<file path="config.mk">
export PLATFORM = sky130hd
export DESIGN_NAME = vga_timing
export DESIGN_NICKNAME = d
export VERILOG_FILES = /design/src/rtl/vga_pkg.sv /design/src/rtl/vga_pix_div.sv /design/src/rtl/vga_timing.sv
export SDC_FILE = /design/constraint.sdc
export NUM_CORES = 1
export LEC_CHECK = 0
export BUFFER_PORTS_ARGS = -buffer_cell sky130_fd_sc_hd__buf_2
export CORE_UTILIZATION = 40
export CTS_CLUSTER_DIAMETER = 80
export DETAILED_ROUTE_END_ITERATION = 10
export PLACE_DENSITY = 0.58
export SLEW_MARGIN = 20
export SYNTH_ARGS = -nofsm -noshare
export SYNTH_HDL_FRONTEND = slang
export SYNTH_HIERARCHICAL = 1
export SYNTH_SLANG_ARGS = --single-unit
</file>
<file path="constraint.sdc">
create_clock -name CLK -period 3.5 [get_ports CLK]
set_input_delay 0.7 -clock CLK [delete_from_list [all_inputs] [get_ports CLK]]
set_output_delay 0.7 -clock CLK [all_outputs]
set_load 0.005 [all_outputs]
</file>
<file path="src/rtl/vga_pkg.sv">
// vga_pkg: default 640x480@60 timing constants and shared coordinate type.
package vga_pkg;
    typedef logic [9:0] coord_t;
    localparam int H_DISPLAY = 640;
    localparam int H_FP      = 16;
    localparam int H_SYNC    = 96;
    localparam int H_BP      = 48;
    localparam int V_DISPLAY = 480;
    localparam int V_FP      = 10;
    localparam int V_SYNC    = 2;
    localparam int V_BP      = 33;
    localparam int H_TOTAL   = H_DISPLAY + H_FP + H_SYNC + H_BP;
    localparam int V_TOTAL   = V_DISPLAY + V_FP + V_SYNC + V_BP;
    localparam int MAX_X     = 640;
    localparam int MAX_Y     = 480;
endpackage

</file>
<file path="src/rtl/vga_pix_div.sv">
// vga_pix_div: divides CLK into a one-cycle pixel enable every CLK_DIV cycles.
module vga_pix_div #(
    parameter int CLK_DIV = 2
) (
    input  logic i_clk,
    input  logic i_rst_n,
    output logic o_pix_en
);
    import vga_pkg::*;
    // With CLK_DIV=1 the counter is stuck at 0 == LAST, so the enable is constant 1.
    localparam int W = (CLK_DIV > 1) ? $clog2(CLK_DIV) : 1;
    localparam logic [W-1:0] LAST = W'(CLK_DIV - 1);
    logic [W-1:0] r_div_cnt;
    always_ff @(posedge i_clk or negedge i_rst_n)
        if (!i_rst_n) r_div_cnt <= '0;
        else          r_div_cnt <= (r_div_cnt == LAST) ? '0 : r_div_cnt + W'(1);
    assign o_pix_en = (r_div_cnt == LAST);
endmodule

</file>
<file path="src/rtl/vga_timing.sv">
// vga_timing: VGA raster counters, syncs, blanking and strobes.
// Optional frame_cnt port enabled by defining VGA_FRAME_CNT_EN.
module vga_timing #(
    parameter int CLK_DIV   = 2,
    parameter int H_DISPLAY = vga_pkg::H_DISPLAY,
    parameter int H_FP      = vga_pkg::H_FP,
    parameter int H_SYNC    = vga_pkg::H_SYNC,
    parameter int H_BP      = vga_pkg::H_BP,
    parameter int V_DISPLAY = vga_pkg::V_DISPLAY,
    parameter int V_FP      = vga_pkg::V_FP,
    parameter int V_SYNC    = vga_pkg::V_SYNC,
    parameter int V_BP      = vga_pkg::V_BP
) (
    input  logic       CLK,
    input  logic       RST_N,
    output logic [9:0] x,
    output logic [9:0] y,
    output logic       hsync,
    output logic       vsync,
    output logic       video_on,
    output logic       pix_tick,
    output logic       line_tick,
    output logic       frame_tick
`ifdef VGA_FRAME_CNT_EN
    ,output logic [15:0] frame_cnt
`endif
);
    import vga_pkg::*;
    localparam coord_t X_LAST   = coord_t'(H_DISPLAY + H_FP + H_SYNC + H_BP - 1);
    localparam coord_t Y_LAST   = coord_t'(V_DISPLAY + V_FP + V_SYNC + V_BP - 1);
    localparam coord_t HS_START = coord_t'(H_DISPLAY + H_FP);
    localparam coord_t HS_END   = coord_t'(H_DISPLAY + H_FP + H_SYNC - 1);
    localparam coord_t VS_START = coord_t'(V_DISPLAY + V_FP);
    localparam coord_t VS_END   = coord_t'(V_DISPLAY + V_FP + V_SYNC - 1);
    localparam coord_t X_VIS    = coord_t'(H_DISPLAY);
    localparam coord_t Y_VIS    = coord_t'(V_DISPLAY);

    logic   w_pix_en, w_x_wrap, w_line_wrap, w_frame_wrap;
    coord_t w_x_nxt, w_y_nxt;
    coord_t r_x, r_y;
    logic   r_hsync, r_vsync, r_video_on, r_pix_tick, r_line_tick, r_frame_tick;

    vga_pix_div #(.CLK_DIV(CLK_DIV)) u_div (
        .i_clk    (CLK),
        .i_rst_n  (RST_N),
        .o_pix_en (w_pix_en)
    );

    assign w_x_wrap     = (r_x == X_LAST);
    assign w_x_nxt      = !w_pix_en ? r_x : (w_x_wrap ? '0 : r_x + 10'd1);
    assign w_y_nxt      = (w_pix_en && w_x_wrap) ? ((r_y == Y_LAST) ? '0 : r_y + 10'd1) : r_y;
    assign w_line_wrap  = w_pix_en && (w_x_nxt == '0);
    assign w_frame_wrap = w_line_wrap && (w_y_nxt == '0);

    // Syncs and blanking come from the next coordinates so they stay aligned with x/y.
    always_ff @(posedge CLK or negedge RST_N)
        if (!RST_N) begin
            r_x          <= X_LAST;
            r_y          <= Y_LAST;
            r_hsync      <= 1'b1;
            r_vsync      <= 1'b1;
            r_video_on   <= 1'b0;
            r_pix_tick   <= 1'b0;
            r_line_tick  <= 1'b0;
            r_frame_tick <= 1'b0;
        end else begin
            r_x          <= w_x_nxt;
            r_y          <= w_y_nxt;
            r_hsync      <= !(w_x_nxt >= HS_START && w_x_nxt <= HS_END);
            r_vsync      <= !(w_y_nxt >= VS_START && w_y_nxt <= VS_END);
            r_video_on   <= (w_x_nxt < X_VIS) && (w_y_nxt < Y_VIS);
            r_pix_tick   <= w_pix_en;
            r_line_tick  <= w_line_wrap;
            r_frame_tick <= w_frame_wrap;
        end

    assign x          = r_x;
    assign y          = r_y;
    assign hsync      = r_hsync;
    assign vsync      = r_vsync;
    assign video_on   = r_video_on;
    assign pix_tick   = r_pix_tick;
    assign line_tick  = r_line_tick;
    assign frame_tick = r_frame_tick;

`ifdef VGA_FRAME_CNT_EN
    logic [15:0] r_frame_cnt;
    always_ff @(posedge CLK or negedge RST_N)
        if (!RST_N)            r_frame_cnt <= '0;
        else if (w_frame_wrap) r_frame_cnt <= r_frame_cnt + 16'd1;
    assign frame_cnt = r_frame_cnt;
`endif
endmodule

</file>
==> flow_summary.html, run 1 <==
<table>
<tr><th>Metric</th><th>Value</th></tr>
<tr><th colspan="2">Status</th></tr>
<tr><td>Status</td><td>complete, no violations</td></tr>
<tr><th colspan="2">Yosys</th></tr>
<tr><td>Netlist area before placement</td><td>1638 µm²</td></tr>
<tr><td>Unique cell type count in the Yosys netlist</td><td>47</td></tr>
<tr><td>FFs w/ async S/R, synth</td><td>100.0%</td></tr>
<tr><td>Number of cells produced by synthesis</td><td>174</td></tr>
<tr><td>Dominant cells by area after synthesis</td><td>sky130_fd_sc_hd__dfrtp_1 (23%), sky130_fd_sc_hd__dfstp_2 (19%), sky130_fd_sc_hd__xnor2_1 (4.3%)</td></tr>
<tr><td>Number of enable-type register cells in the synthesized netlist</td><td>0</td></tr>
<tr><td>Top cell type by total area after synthesis</td><td>sky130_fd_sc_hd__dfrtp_1</td></tr>
<tr><td>Syn_area_per_cell</td><td>9.413 µm²</td></tr>
<tr><td>Most used DFF post-synth</td><td>sky130_fd_sc_hd__dfrtp_1</td></tr>
<tr><td>Sequential area share after synthesis</td><td>42.17%</td></tr>
<tr><td>Number of synthesis warnings</td><td>6</td></tr>
<tr><td>Register bit count reported by yosys</td><td>27</td></tr>
<tr><td>Net count of the mapped netlist</td><td>179</td></tr>
<tr><td>Share of the synthesized area in the top cell type</td><td>22.92%</td></tr>
<tr><th colspan="2">Clocking</th></tr>
<tr><td>Number of setup buffers added after CTS</td><td>0</td></tr>
<tr><td>Number of sinks driven by the clock tree</td><td>27</td></tr>
<tr><td>Total number of H-tree levels</td><td>1</td></tr>
<tr><td>Buffers from clock root to sink, at most</td><td>2</td></tr>
<tr><td>Clock transition at the register clock pins on the worst setup and hold paths after CTS</td><td>0.09 ns</td></tr>
<tr><td>Hold-fix buffers at CTS</td><td>0</td></tr>
<tr><td>Clock network latency to the later pin of the worst-skew pair</td><td>0.27 ns</td></tr>
<tr><td>Clock tree root buffer cell</td><td>sky130_fd_sc_hd__clkbuf_8</td></tr>
<tr><td>Clock tree from TritonCTS</td><td>built</td></tr>
<tr><td>Number of gates resized after cts</td><td>0</td></tr>
<tr><td>Total CTS buffers</td><td>3</td></tr>
<tr><th colspan="2">Setup path</th></tr>
<tr><td>Largest driver fanout on the critical path</td><td>15</td></tr>
<tr><td>Data required time at the worst endpoint</td><td>3.71 ns</td></tr>
<tr><td>Crit Path Category</td><td>reg2reg</td></tr>
<tr><td>Arrival @ worst endpoint</td><td>3.09 ns</td></tr>
<tr><td>Endpoint class of the critical path</td><td>register</td></tr>
<tr><td>Critical Path Start Type</td><td>register</td></tr>
<tr><th colspan="2">Placement</th></tr>
<tr><td>Weighted congestion reported at the end of routability-driven placement</td><td>0.8630</td></tr>
<tr><td>Area after detailed placement</td><td>1769 µm²</td></tr>
<tr><td>Number of port buffers</td><td>27</td></tr>
<tr><td>Dpl cells</td><td>235</td></tr>
<tr><td>Minimum setup slack after placement</td><td>0.6771 ns</td></tr>
<tr><td>DP Wirelength</td><td>2.725 mm</td></tr>
<tr><th colspan="2">Min path</th></tr>
<tr><td>Kind of path behind the tightest hold check</td><td>in2async</td></tr>
<tr><th colspan="2">STA</th></tr>
<tr><td>Final Hold Violating Endpoints</td><td>0</td></tr>
<tr><td>Final clock skew</td><td>0.003164 ns</td></tr>
<tr><td>Slack of the critical path</td><td>0.6224 ns</td></tr>
<tr><td>Setup repair after global routing missed its margin</td><td>false</td></tr>
<tr><td>Final number of setup-violating endpoints</td><td>0</td></tr>
<tr><td>Final critical-path required period</td><td>2.878 ns</td></tr>
<tr><td>Final period util</td><td>82.22%</td></tr>
<tr><td>Worst Max-Slew Pin Slew</td><td>0.7418 ns</td></tr>
<tr><td>Remaining max-slew budget at the tightest pin</td><td>50.09%</td></tr>
<tr><td>Final sum of negative setup slack</td><td>0 ns</td></tr>
<tr><td>Final Max Tran Viols</td><td>0</td></tr>
<tr><td>Upper clock frequency limit</td><td>0.3475 GHz</td></tr>
<tr><th colspan="2">Cells and area</th></tr>
<tr><td>Area grow syn2layout</td><td>10.77%</td></tr>
<tr><td>Layout cells sized above 1</td><td>26.18%</td></tr>
<tr><td>Number of filler instances in the final layout</td><td>381</td></tr>
<tr><td>Final Util</td><td>47.76%</td></tr>
<tr><td>Final instance area</td><td>1814 µm²</td></tr>
<tr><td>Total number of nets in the final design</td><td>197</td></tr>
<tr><td>Final non-filler cell total</td><td>239</td></tr>
<tr><td>Final antenna diode count</td><td>0</td></tr>
<tr><th colspan="2">Power and ir drop</th></tr>
<tr><td>LEAKAGE</td><td>0.7841 nW</td></tr>
<tr><td>Ratio of total power to cell area</td><td>274.2 nW/µm²</td></tr>
<tr><td>Maximum vdd drop</td><td>135.4 µV</td></tr>
<tr><th colspan="2">Flow run</th></tr>
<tr><td>Maxcap violations</td><td>0</td></tr>
<tr><th colspan="2">Floorplan</th></tr>
<tr><td>Total Die Area</td><td>4355 µm²</td></tr>
<tr><td>FP Rows</td><td>22</td></tr>
<tr><td>Core Footprint</td><td>3799 µm²</td></tr>
<tr><td>Die Y-Extent</td><td>65.99 µm</td></tr>
<tr><td>I/O pin cnt</td><td>28</td></tr>
<tr><td>Starting density of the core</td><td>43.12%</td></tr>
<tr><td>Overall die width</td><td>65.99 µm</td></tr>
<tr><th colspan="2">Global routing</th></tr>
<tr><td>Global route overflow</td><td>0</td></tr>
<tr><td>Largest net degree at the start of global routing</td><td>28</td></tr>
<tr><td>Total track usage</td><td>18.66%</td></tr>
<tr><td>Wire length of the first global-routing pass</td><td>6.175 mm</td></tr>
<tr><td>Number of global-route vias before repair</td><td>1258</td></tr>
<tr><td>Initial antenna violation count</td><td>0</td></tr>
<tr><th colspan="2">Detailed routing</th></tr>
<tr><td>Starting DRC count in detailed routing</td><td>83</td></tr>
<tr><td>Via density per instance</td><td>5.753</td></tr>
<tr><td>Average wire length per cell after detail routing</td><td>15.50 µm</td></tr>
<tr><td>Number of nets still failing antenna checks after routing</td><td>0</td></tr>
<tr><td>Drt drc</td><td>0</td></tr>
<tr><td>Detailed-route via count</td><td>1375</td></tr>
<tr><td>DR pass1 iterations</td><td>4</td></tr>
<tr><td>Routed Wire Length</td><td>3.705 mm</td></tr>
</table>
## cells by family (layout without fill, tap and decap cells)
family	Yosys count	after routing	synth area share (%)
flip-flops	27	27	42.17
adder cells (fa/ha/maj)	3	3	2.292
AO/OA/AOI/OAI	33	33	15.36
XOR/XNOR	12	12	6.417
multiplexers	2	2	1.375
AND/OR/NAND/NOR	73	73	25.98
buffers and inverters	24	41	6.416
## state kept, by name, indices dropped and copies added (netlist names)
name / cells
video_on: 1
line_tick: 1
vsync: 1
y: 10
frame_tick: 1
x: 10
hsync: 1
pix_tick: 1
u_div/o_pix_en: 1
## through the flow
step                      power (mW)  hold WS [ns]
after global routing          0.5178        0.4695
final                         0.4975        0.4260
after CTS                     0.5029        0.4462
after detailed placement      0.3249        0.5070
after floorplan               0.3181        0.3689
after global placement        0.3246        0.4876
## worst max-delay path, stage by stage, from the launching register on
cell and delay, ns:
sky130_fd_sc_hd__dfstp_2 0.59, sky130_fd_sc_hd__ha_1 0.29, sky130_fd_sc_hd__nand4_4 0.18, sky130_fd_sc_hd__or3_1 0.65, sky130_fd_sc_hd__a211o_1 0.39, sky130_fd_sc_hd__a21o_1 0.20
sky130_fd_sc_hd__a2111oi_4 0.29, sky130_fd_sc_hd__and4_1 0.23
## routing by layer
layer | wire length (µm) | GRT usage [%]
met3 | 108 | 2.241
met2 | 1938 | 32.78
met4 | 23 | 6.383
met1 | 1634 | 23.43
met5 | 0 | 0
## path summary, 6_finish.rpt
kind	startpoint	to	slack, ns	cells past startpoint
setup / recovery	x[0]	frame_tick	0.62	7
hold / removal	RST_N	x[6]	0.43	1
setup reg to reg	x[0]	frame_tick	0.62	7
hold reg to reg	x[1]	x[1]	0.52	2
max in group asynchronous	RST_N	y[6]	2.69	1
min in group CLK	x[1]	x[1]	0.52	2
## cells in the final DEF (no fill, tap or decap), drive strengths merged, types with 2 or more instances in the layout
cell / instances
nor2: 13
nand4b: 3
inv: 9
mux2: 2
dfstp: 12
nor3: 7
clkbuf: 4
nand2: 11
a21oi: 2
a31oi: 3
nor4: 4
and4: 7
o21ai: 9
xnor2: 8
a22o: 3
nand4: 4
or2: 3
nand3: 9
xor2: 4
nor4b: 2
dfrtp: 15
o31ai: 5
and3: 3
buf: 28
nand2b: 3
ha: 3
## where the power goes
| part | internal (mW) | leakage (nW) | switching [mW] |
|---|---|---|---|
| registers | 0.312 | 0.326 | 0 |
| logic | 0.000399 | 0.436 | 0.00577 |
| clock network | 0.0816 | 0.0228 | 0.0972 |
| total | 0.394 | 0.784 | 0.103 |
## area by class of cell
cell class	count	area, µm²	share of cell area [%]
Clock buffer	4	45.04	2.483
Tap cell	48	60.06	3.310
Sequential cell	27	690.7	38.07
Inverter	9	33.78	1.862
Timing Repair Buffer	28	142.6	7.862
Multi-Input combinational cell	123	842.1	46.41
## synthesized netlist by cell type (2+ instances only)
library cell / count
sky130_fd_sc_hd__a22o_1: 3
sky130_fd_sc_hd__or2_2: 2
sky130_fd_sc_hd__a21oi_1: 2
sky130_fd_sc_hd__ha_1: 3
sky130_fd_sc_hd__and4_1: 7
sky130_fd_sc_hd__xnor2_1: 8
sky130_fd_sc_hd__buf_2: 2
sky130_fd_sc_hd__dfrtp_1: 15
sky130_fd_sc_hd__nand2_1: 11
sky130_fd_sc_hd__o21ai_0: 9
sky130_fd_sc_hd__nor4b_1: 2
sky130_fd_sc_hd__xor2_1: 4
sky130_fd_sc_hd__dfstp_2: 12
sky130_fd_sc_hd__and3_1: 3
sky130_fd_sc_hd__inv_1: 9
sky130_fd_sc_hd__nand4b_1: 3
sky130_fd_sc_hd__nor4_1: 4
sky130_fd_sc_hd__clkbuf_1: 9
sky130_fd_sc_hd__nand4_1: 3
sky130_fd_sc_hd__nor3_1: 7
sky130_fd_sc_hd__a31oi_1: 3
sky130_fd_sc_hd__nand3_1: 9
sky130_fd_sc_hd__nand2b_1: 3
sky130_fd_sc_hd__o31ai_1: 5
sky130_fd_sc_hd__mux2_2: 2
sky130_fd_sc_hd__nor2_1: 13
Power figures use the tool's default switching activity.
==> inputs of run 2 (changes only) <==
==> constraint.sdc (replaced) <==
create_clock -name CLK -period 2.7 [get_ports CLK]
set_input_delay 0.54 -clock CLK [delete_from_list [all_inputs] [get_ports CLK]]
set_output_delay 0.54 -clock CLK [all_outputs]
set_load 0.005 [all_outputs]
==> run 2 against run 1 <==
Effect of this change: via count grew 1.7%; cell count grew 2.5%; sequential cell count is the same; sequential share of layout area shrank 0.92 points; maximum frequency grew 15%; clock-buffer cell count is the same; first-iteration DRC count shrank 14%; critical endpoint unchanged.
==> flow_summary.html, run 2 (synthesis gave the netlist of run 1 again) <==
<table>
<tr><th>Metric</th><th>Value</th></tr>
<tr><th colspan="2">Status</th></tr>
<tr><td>Status</td><td>complete, no violations</td></tr>
<tr><th colspan="2">Clocking</th></tr>
<tr><td>Number of setup buffers added after CTS</td><td>0 (unchanged)</td></tr>
<tr><td>Total CTS buffers</td><td>3 (unchanged)</td></tr>
<tr><td>Total number of H-tree levels</td><td>1 (unchanged)</td></tr>
<tr><td>Buffers from clock root to sink, at most</td><td>2 (unchanged)</td></tr>
<tr><td>Hold-fix buffers at CTS</td><td>0 (unchanged)</td></tr>
<tr><td>Clock transition at the register clock pins on the worst setup and hold paths after CTS</td><td>0.08 ns (about the same)</td></tr>
<tr><td>Number of sinks driven by the clock tree</td><td>27 (unchanged)</td></tr>
<tr><td>Clock network latency to the later pin of the worst-skew pair</td><td>0.27 ns (about the same)</td></tr>
<tr><td>Clock tree root buffer cell</td><td>sky130_fd_sc_hd__clkbuf_8</td></tr>
<tr><td>Clock tree from TritonCTS</td><td>built</td></tr>
<tr><td>Number of gates resized after cts</td><td>0 (unchanged)</td></tr>
<tr><th colspan="2">Floorplan</th></tr>
<tr><td>I/O pin cnt</td><td>28 (unchanged)</td></tr>
<tr><td>Die Y-Extent</td><td>65.99 µm (unchanged)</td></tr>
<tr><td>Starting density of the core</td><td>43.12% (unchanged)</td></tr>
<tr><td>FP Rows</td><td>22 (unchanged)</td></tr>
<tr><td>Total Die Area</td><td>4355 µm² (unchanged)</td></tr>
<tr><td>Core Footprint</td><td>3799 µm² (unchanged)</td></tr>
<tr><td>Overall die width</td><td>65.99 µm (unchanged)</td></tr>
<tr><th colspan="2">Detailed routing</th></tr>
<tr><td>Drt drc</td><td>0 (unchanged)</td></tr>
<tr><td>DR pass1 iterations</td><td>4 (unchanged)</td></tr>
<tr><td>Routed Wire Length</td><td>3.837 mm (+3.6%)</td></tr>
<tr><td>Average wire length per cell after detail routing</td><td>15.66 µm (+1.0%)</td></tr>
<tr><td>Number of nets still failing antenna checks after routing</td><td>0 (unchanged)</td></tr>
<tr><td>Detailed-route via count</td><td>1399 (+1.7%)</td></tr>
<tr><td>Starting DRC count in detailed routing</td><td>71 (-14%)</td></tr>
<tr><td>Via density per instance</td><td>5.710 (-0.75%)</td></tr>
<tr><th colspan="2">STA</th></tr>
<tr><td>Setup repair after global routing missed its margin</td><td>false</td></tr>
<tr><td>Final sum of negative setup slack</td><td>0 ns (unchanged)</td></tr>
<tr><td>Final critical-path required period</td><td>2.505 ns (-0.3723 ns)</td></tr>
<tr><td>Min Hold Slack</td><td>0.2701 ns (-0.1558 ns)</td></tr>
<tr><td>Final Hold Violating Endpoints</td><td>0 (unchanged)</td></tr>
<tr><td>Worst Max-Slew Pin Slew</td><td>0.6261 ns (-0.1156 ns)</td></tr>
<tr><td>Final Max Tran Viols</td><td>0 (unchanged)</td></tr>
<tr><td>Upper clock frequency limit</td><td>0.3992 GHz (+15%)</td></tr>
<tr><td>Final period util</td><td>92.79% (+11 points)</td></tr>
<tr><td>Final clock skew</td><td>0.006159 ns (+0.002995 ns)</td></tr>
<tr><td>Remaining max-slew budget at the tightest pin</td><td>57.82% (+7.7 points)</td></tr>
<tr><td>Final number of setup-violating endpoints</td><td>0 (unchanged)</td></tr>
<tr><th colspan="2">Global routing</th></tr>
<tr><td>Total track usage</td><td>20.21% (+1.5 points)</td></tr>
<tr><td>Global route overflow</td><td>0 (unchanged)</td></tr>
<tr><td>Initial antenna violation count</td><td>0 (unchanged)</td></tr>
<tr><td>Number of global-route vias before repair</td><td>1343 (+6.8%)</td></tr>
<tr><td>Wire length of the first global-routing pass</td><td>6.637 mm (+7.5%)</td></tr>
<tr><td>Largest net degree at the start of global routing</td><td>28 (unchanged)</td></tr>
<tr><th colspan="2">Cells and area</th></tr>
<tr><td>Total number of nets in the final design</td><td>203 (+3.0%)</td></tr>
<tr><td>Final instance area</td><td>1859 µm² (+2.5%)</td></tr>
<tr><td>Number of filler instances in the final layout</td><td>390 (+2.4%)</td></tr>
<tr><td>Final Util</td><td>48.95% (+1.2 points)</td></tr>
<tr><td>Layout cells sized above 1</td><td>28.43% (+2.2 points)</td></tr>
<tr><td>Leading cell types in the layout, fill and taps excluded</td><td>sky130_fd_sc_hd__buf_2 (27), sky130_fd_sc_hd__dfrtp_1 (15), sky130_fd_sc_hd__nor2_1 (13)</td></tr>
<tr><td>Area grow syn2layout</td><td>13.52%</td></tr>
<tr><td>Final antenna diode count</td><td>0 (unchanged)</td></tr>
<tr><td>Most common library cell in the layout ignoring fill and taps</td><td>sky130_fd_sc_hd__buf_2</td></tr>
<tr><th colspan="2">Min path</th></tr>
<tr><td>Kind of path behind the tightest hold check</td><td>in2async</td></tr>
<tr><th colspan="2">Setup path</th></tr>
<tr><td>Arrival @ worst endpoint</td><td>2.71 ns (-0.38 ns)</td></tr>
<tr><td>Worst R2R Start</td><td>x[0]</td></tr>
<tr><td>Data required time at the worst endpoint</td><td>2.91 ns (-0.80 ns)</td></tr>
<tr><td>Endpoint class of the critical path</td><td>register</td></tr>
<tr><td>Crit Path Category</td><td>reg2reg</td></tr>
<tr><td>Beginning of the critical path</td><td>x[0]</td></tr>
<tr><td>Critical Path Start Type</td><td>register</td></tr>
<tr><td>Largest driver fanout on the critical path</td><td>9 (-6)</td></tr>
<tr><th colspan="2">Placement</th></tr>
<tr><td>Number of port buffers</td><td>27 (unchanged)</td></tr>
<tr><td>Area after detailed placement</td><td>1814 µm² (+2.5%)</td></tr>
<tr><td>Weighted congestion reported at the end of routability-driven placement</td><td>0.8051 (-6.7%)</td></tr>
<tr><td>DP Wirelength</td><td>2.889 mm (+6.0%)</td></tr>
<tr><th colspan="2">Power and ir drop</th></tr>
<tr><td>Maximum vdd drop</td><td>154.8 µV (+14%)</td></tr>
<tr><td>LEAKAGE</td><td>0.8142 nW (+3.8%)</td></tr>
<tr><td>Ratio of total power to cell area</td><td>343.2 nW/µm² (+25%)</td></tr>
<tr><td>Final Total Pwr</td><td>0.6382 mW (+28%)</td></tr>
<tr><th colspan="2">Flow run</th></tr>
<tr><td>Maxcap violations</td><td>0 (unchanged)</td></tr>
</table>
run 2: changes by cell type in the layout (fill, tap and decap cells not counted):
cell / delta
sky130_fd_sc_hd__buf_4: +6
run 2: final timing paths:
check / cells after the start / endpoint / slack (ns)
setup / recovery: 8 / frame_tick / 0.19
hold / removal: 1 / y[1] / 0.27
setup reg to reg: 8 / frame_tick / 0.19
hold reg to reg: 2 / x[1] / 0.52
max in group asynchronous: 1 / frame_tick / 2.04
min in group CLK: 2 / x[1] / 0.52
run 2: power by group:
part | total [mW] | internal, mW | switching, mW
sequential | 0.405 | 0.405 | 0
clock | 0.225 | 0.106 | 0.119
combinational | 0.00804 | 0.000518 | 0.00753
total | 0.638 | 0.511 | 0.127
run 2: per-stage QoR:
stage / std cells / setup slack (ns)
floorplan: 174 / 0.1764
global placement: 241 / 0.2468
finish: 245 / 0.1948
global route: 245 / 0.003046
detailed placement: 241 / 0.2149
CTS: 245 / 0.2096
run 2: area by class of cell:
| cell class | instances | area [µm²] | share of cell area (%) |
|---|---|---|---|
| Multi-Input combinational cell | 123 | 842.1 | 45.29 |
| Timing Repair Buffer | 34 | 187.7 | 10.09 |
| Sequential cell | 27 | 690.7 | 37.15 |
| Inverter | 9 | 33.78 | 1.817 |
| Clock buffer | 4 | 45.04 | 2.423 |
| Tap cell | 48 | 60.06 | 3.230 |
run 2: routing by layer:
| layer | global-route usage, % | vias to the layer above | part of all wire, % |
|---|---|---|---|
| met5 | 0 | - | 0 |
| met3 | 2.759 | 8 | 2.7 |
| met4 | 7.713 | 0 | 2.2 |
| met1 | 25.32 | 689 | 44 |
| li1 | - | 676 | - |
| met2 | 34.95 | 26 | 51 |
run 2: worst max-delay path: stages, from the launching register on:
cell,delay (ns)
sky130_fd_sc_hd__dfstp_2,0.59
sky130_fd_sc_hd__ha_1,0.24
sky130_fd_sc_hd__nand4_4,0.15
sky130_fd_sc_hd__nor3_1,0.35
sky130_fd_sc_hd__buf_4,0.21
sky130_fd_sc_hd__o21ai_0,0.08
sky130_fd_sc_hd__a22o_1,0.28
sky130_fd_sc_hd__nor4b_1,0.32
sky130_fd_sc_hd__and4_1,0.22
==> inputs of run 3 (changes only) <==
--- a/config.mk
+++ b/config.mk
@@ -5,7 +5,8 @@
 export SDC_FILE = /design/constraint.sdc
 export NUM_CORES = 1
 export LEC_CHECK = 0
-export BUFFER_PORTS_ARGS = -buffer_cell sky130_fd_sc_hd__buf_2
+export BUFFER_PORTS_ARGS = -buffer_cell sky130_fd_sc_hd__buf_4
+export CAP_MARGIN = 15
 export CORE_UTILIZATION = 40
 export CTS_CLUSTER_DIAMETER = 80
 export DETAILED_ROUTE_END_ITERATION = 10
==> run 3 against run 2 <==
Effect of this change: clock power is 2% lower; critical path type unchanged; clock skew about the same; clock-buffer cell count did not move; sequential power hardly changed; total power shrank 0.63%; maximum frequency hardly changed; combinational power rose by 4.5%.
==> flow_summary.html, run 3 (synthesis gave the netlist of run 1 again) <==
<table>
<tr><th>Metric</th><th>Value</th></tr>
<tr><th colspan="2">Floorplan</th></tr>
<tr><td>I/O pin cnt</td><td>28 (unchanged)</td></tr>
<tr><td>Core Footprint</td><td>3799 µm² (unchanged)</td></tr>
<tr><td>Die Y-Extent</td><td>65.99 µm (unchanged)</td></tr>
<tr><td>Total Die Area</td><td>4355 µm² (unchanged)</td></tr>
<tr><td>FP Rows</td><td>22 (unchanged)</td></tr>
<tr><td>Overall die width</td><td>65.99 µm (unchanged)</td></tr>
<tr><td>Starting density of the core</td><td>43.12% (unchanged)</td></tr>
<tr><th colspan="2">Setup path</th></tr>
<tr><td>Endpoint class of the critical path</td><td>register</td></tr>
<tr><td>Data required time at the worst endpoint</td><td>2.90 ns (about the same)</td></tr>
<tr><td>Arrival @ worst endpoint</td><td>2.71 ns (about the same)</td></tr>
<tr><td>Crit Path Category</td><td>reg2reg</td></tr>
<tr><td>Critical Path Start Type</td><td>register</td></tr>
<tr><td>Largest driver fanout on the critical path</td><td>9 (unchanged)</td></tr>
<tr><th colspan="2">Placement</th></tr>
<tr><td>Number of port buffers</td><td>27 (unchanged)</td></tr>
<tr><td>Weighted congestion reported at the end of routability-driven placement</td><td>0.8335 (+3.5%)</td></tr>
<tr><td>DP Wirelength</td><td>2.846 mm (-1.5%)</td></tr>
<tr><th colspan="2">Detailed routing</th></tr>
<tr><td>Average wire length per cell after detail routing</td><td>15.26 µm (-2.6%)</td></tr>
<tr><td>Starting DRC count in detailed routing</td><td>62 (-13%)</td></tr>
<tr><td>Detail Route met3 WL</td><td>89 µm (-14%)</td></tr>
<tr><td>Drt drc</td><td>0 (unchanged)</td></tr>
<tr><td>DR pass1 iterations</td><td>4 (unchanged)</td></tr>
<tr><td>Routed length on met1</td><td>1.656 mm (-2.0%)</td></tr>
<tr><td>Max layer used</td><td>met4</td></tr>
<tr><td>Metal2 WL</td><td>1.974 mm (+0.82%)</td></tr>
<tr><td>Via density per instance</td><td>5.679 (-0.55%)</td></tr>
<tr><td>Number of nets still failing antenna checks after routing</td><td>0 (unchanged)</td></tr>
<tr><td>Routed Wire Length</td><td>3.753 mm (-2.2%)</td></tr>
<tr><td>Detailed-route via count</td><td>1397 (-0.14%)</td></tr>
<tr><th colspan="2">Cells and area</th></tr>
<tr><td>Area grow syn2layout</td><td>18.95%</td></tr>
<tr><td>Leading cell types in the layout, fill and taps excluded</td><td>sky130_fd_sc_hd__buf_4 (35), sky130_fd_sc_hd__dfrtp_1 (15), sky130_fd_sc_hd__nor2_1 (13)</td></tr>
<tr><td>Number of filler instances in the final layout</td><td>373 (-4.4%)</td></tr>
<tr><td>Most common library cell in the layout ignoring fill and taps</td><td>sky130_fd_sc_hd__buf_4</td></tr>
<tr><td>Total number of nets in the final design</td><td>204 (+0.49%)</td></tr>
<tr><td>Final antenna diode count</td><td>0 (unchanged)</td></tr>
<tr><td>Multi-input logic area</td><td>855.8 µm² (+1.6%)</td></tr>
<tr><td>Layout cells sized above 1</td><td>30.30% (+1.9 points)</td></tr>
<tr><td>Register area</td><td>690.7 µm² (unchanged)</td></tr>
<tr><th colspan="2">Global routing</th></tr>
<tr><td>Initial antenna violation count</td><td>0 (unchanged)</td></tr>
<tr><td>Largest net degree at the start of global routing</td><td>28 (unchanged)</td></tr>
<tr><td>Number of global-route vias before repair</td><td>1335 (-0.60%)</td></tr>
<tr><td>Global route overflow</td><td>0 (unchanged)</td></tr>
<tr><td>Total track usage</td><td>19.21% (-1.0 points)</td></tr>
<tr><td>Wire length of the first global-routing pass</td><td>6.437 mm (-3.0%)</td></tr>
<tr><th colspan="2">STA</th></tr>
<tr><td>Final Max Tran Viols</td><td>0 (unchanged)</td></tr>
<tr><td>Final critical-path required period</td><td>2.505 ns (-0.0004920 ns)</td></tr>
<tr><td>Final sum of negative setup slack</td><td>0 ns (unchanged)</td></tr>
<tr><td>Final period util</td><td>92.77% (about the same)</td></tr>
<tr><td>Final number of setup-violating endpoints</td><td>0 (unchanged)</td></tr>
<tr><td>Worst Max-Slew Pin Slew</td><td>0.4503 ns (-0.1758 ns)</td></tr>
<tr><td>Remaining max-slew budget at the tightest pin</td><td>69.66% (+12 points)</td></tr>
<tr><td>Final clock skew</td><td>0.006396 ns (+0.0002374 ns)</td></tr>
<tr><td>Final Hold Violating Endpoints</td><td>0 (unchanged)</td></tr>
<tr><td>Upper clock frequency limit</td><td>0.3992 GHz (about the same)</td></tr>
<tr><td>Setup repair after global routing missed its margin</td><td>false</td></tr>
<tr><th colspan="2">Clocking</th></tr>
<tr><td>Number of sinks driven by the clock tree</td><td>27 (unchanged)</td></tr>
<tr><td>Clock network latency to the later pin of the worst-skew pair</td><td>0.27 ns (about the same)</td></tr>
<tr><td>Number of setup buffers added after CTS</td><td>0 (unchanged)</td></tr>
<tr><td>Total number of H-tree levels</td><td>1 (unchanged)</td></tr>
<tr><td>Clock tree root buffer cell</td><td>sky130_fd_sc_hd__clkbuf_8</td></tr>
<tr><td>Hold-fix buffers at CTS</td><td>0 (unchanged)</td></tr>
<tr><td>Clock tree from TritonCTS</td><td>built</td></tr>
<tr><td>Total CTS buffers</td><td>3 (unchanged)</td></tr>
<tr><td>Clock transition at the register clock pins on the worst setup and hold paths after CTS</td><td>0.09 ns (about the same)</td></tr>
<tr><td>Number of gates resized after cts</td><td>0 (unchanged)</td></tr>
<tr><td>Buffers from clock root to sink, at most</td><td>2 (unchanged)</td></tr>
<tr><th colspan="2">Min path</th></tr>
<tr><td>Kind of path behind the tightest hold check</td><td>in2async</td></tr>
<tr><th colspan="2">Power and ir drop</th></tr>
<tr><td>Ratio of total power to cell area</td><td>325.5 nW/µm² (-5.2%)</td></tr>
<tr><td>LEAKAGE</td><td>0.8244 nW (+1.3%)</td></tr>
<tr><td>Maximum vdd drop</td><td>147.0 µV (-5.1%)</td></tr>
<tr><td>Final Total Pwr</td><td>0.6342 mW (-0.63%)</td></tr>
<tr><th colspan="2">Status</th></tr>
<tr><td>Status</td><td>complete, no violations</td></tr>
<tr><th colspan="2">Flow run</th></tr>
<tr><td>Maxcap violations</td><td>0 (unchanged)</td></tr>
</table>
run 3: area by class of cell:
type                    instances  area share [%]
multi-input cells             123           43.93
well taps                      48           3.083
clock buffers                   4           2.312
inverters                       9           1.734
flip-flops and latches         27           35.45
repair buffers                 35           13.49
run 3: where the power goes:
part | switching [mW] | internal, mW
clock | 0.115 | 0.105
sequential | 0 | 0.405
combinational | 0.00741 | 0.000985
run 3: worst paths after layout:
path	to	slack, ns	startpoint	depth (start not counted)
worst max register to register	frame_tick	0.20	x[0]	7
max in group asynchronous	vsync	2.23	RST_N	1
worst min-delay path	x[6]	0.17	RST_N	1
worst min register to register	x[1]	0.52	x[1]	2
min in group CLK	x[1]	0.52	x[1]	2
worst max-delay path	frame_tick	0.20	x[0]	7
run 3: per-stage QoR:
step	instance area [µm²]	hold WS [ns]	setup slack, ns	std cells	utilization, %
4_1_cts	1934	0.1773	0.1653	246	50.92
5_1_grt	1948	0.1825	0.03156	246	51.28
3_3_place_gp	1889	0.4739	0.2549	242	49.74
3_5_place_dp	1889	0.4706	0.1856	242	49.74
6_report	1948	0.1706	0.1953	246	51.28
2_1_floorplan	1638	0.2444	0.1764	174	-
run 3: per-layer routing:
| layer | vias up | track usage [%] |
|---|---|---|
| li1 | 682 | - |
| met1 | 686 | 24.08 |
| met2 | 25 | 34.31 |
| met3 | 4 | 2.241 |
| met4 | 0 | 5.585 |
| met5 | - | 0 |
run 3: critical path, stage by stage, from the launching register on:
cell and delay (ns):
sky130_fd_sc_hd__dfstp_2 0.59, sky130_fd_sc_hd__ha_2 0.23, sky130_fd_sc_hd__nand4_4 0.14, sky130_fd_sc_hd__or3_1 0.43
sky130_fd_sc_hd__a211o_1 0.32, sky130_fd_sc_hd__a21o_1 0.21, sky130_fd_sc_hd__a2111oi_4 0.29, sky130_fd_sc_hd__and4_1 0.23
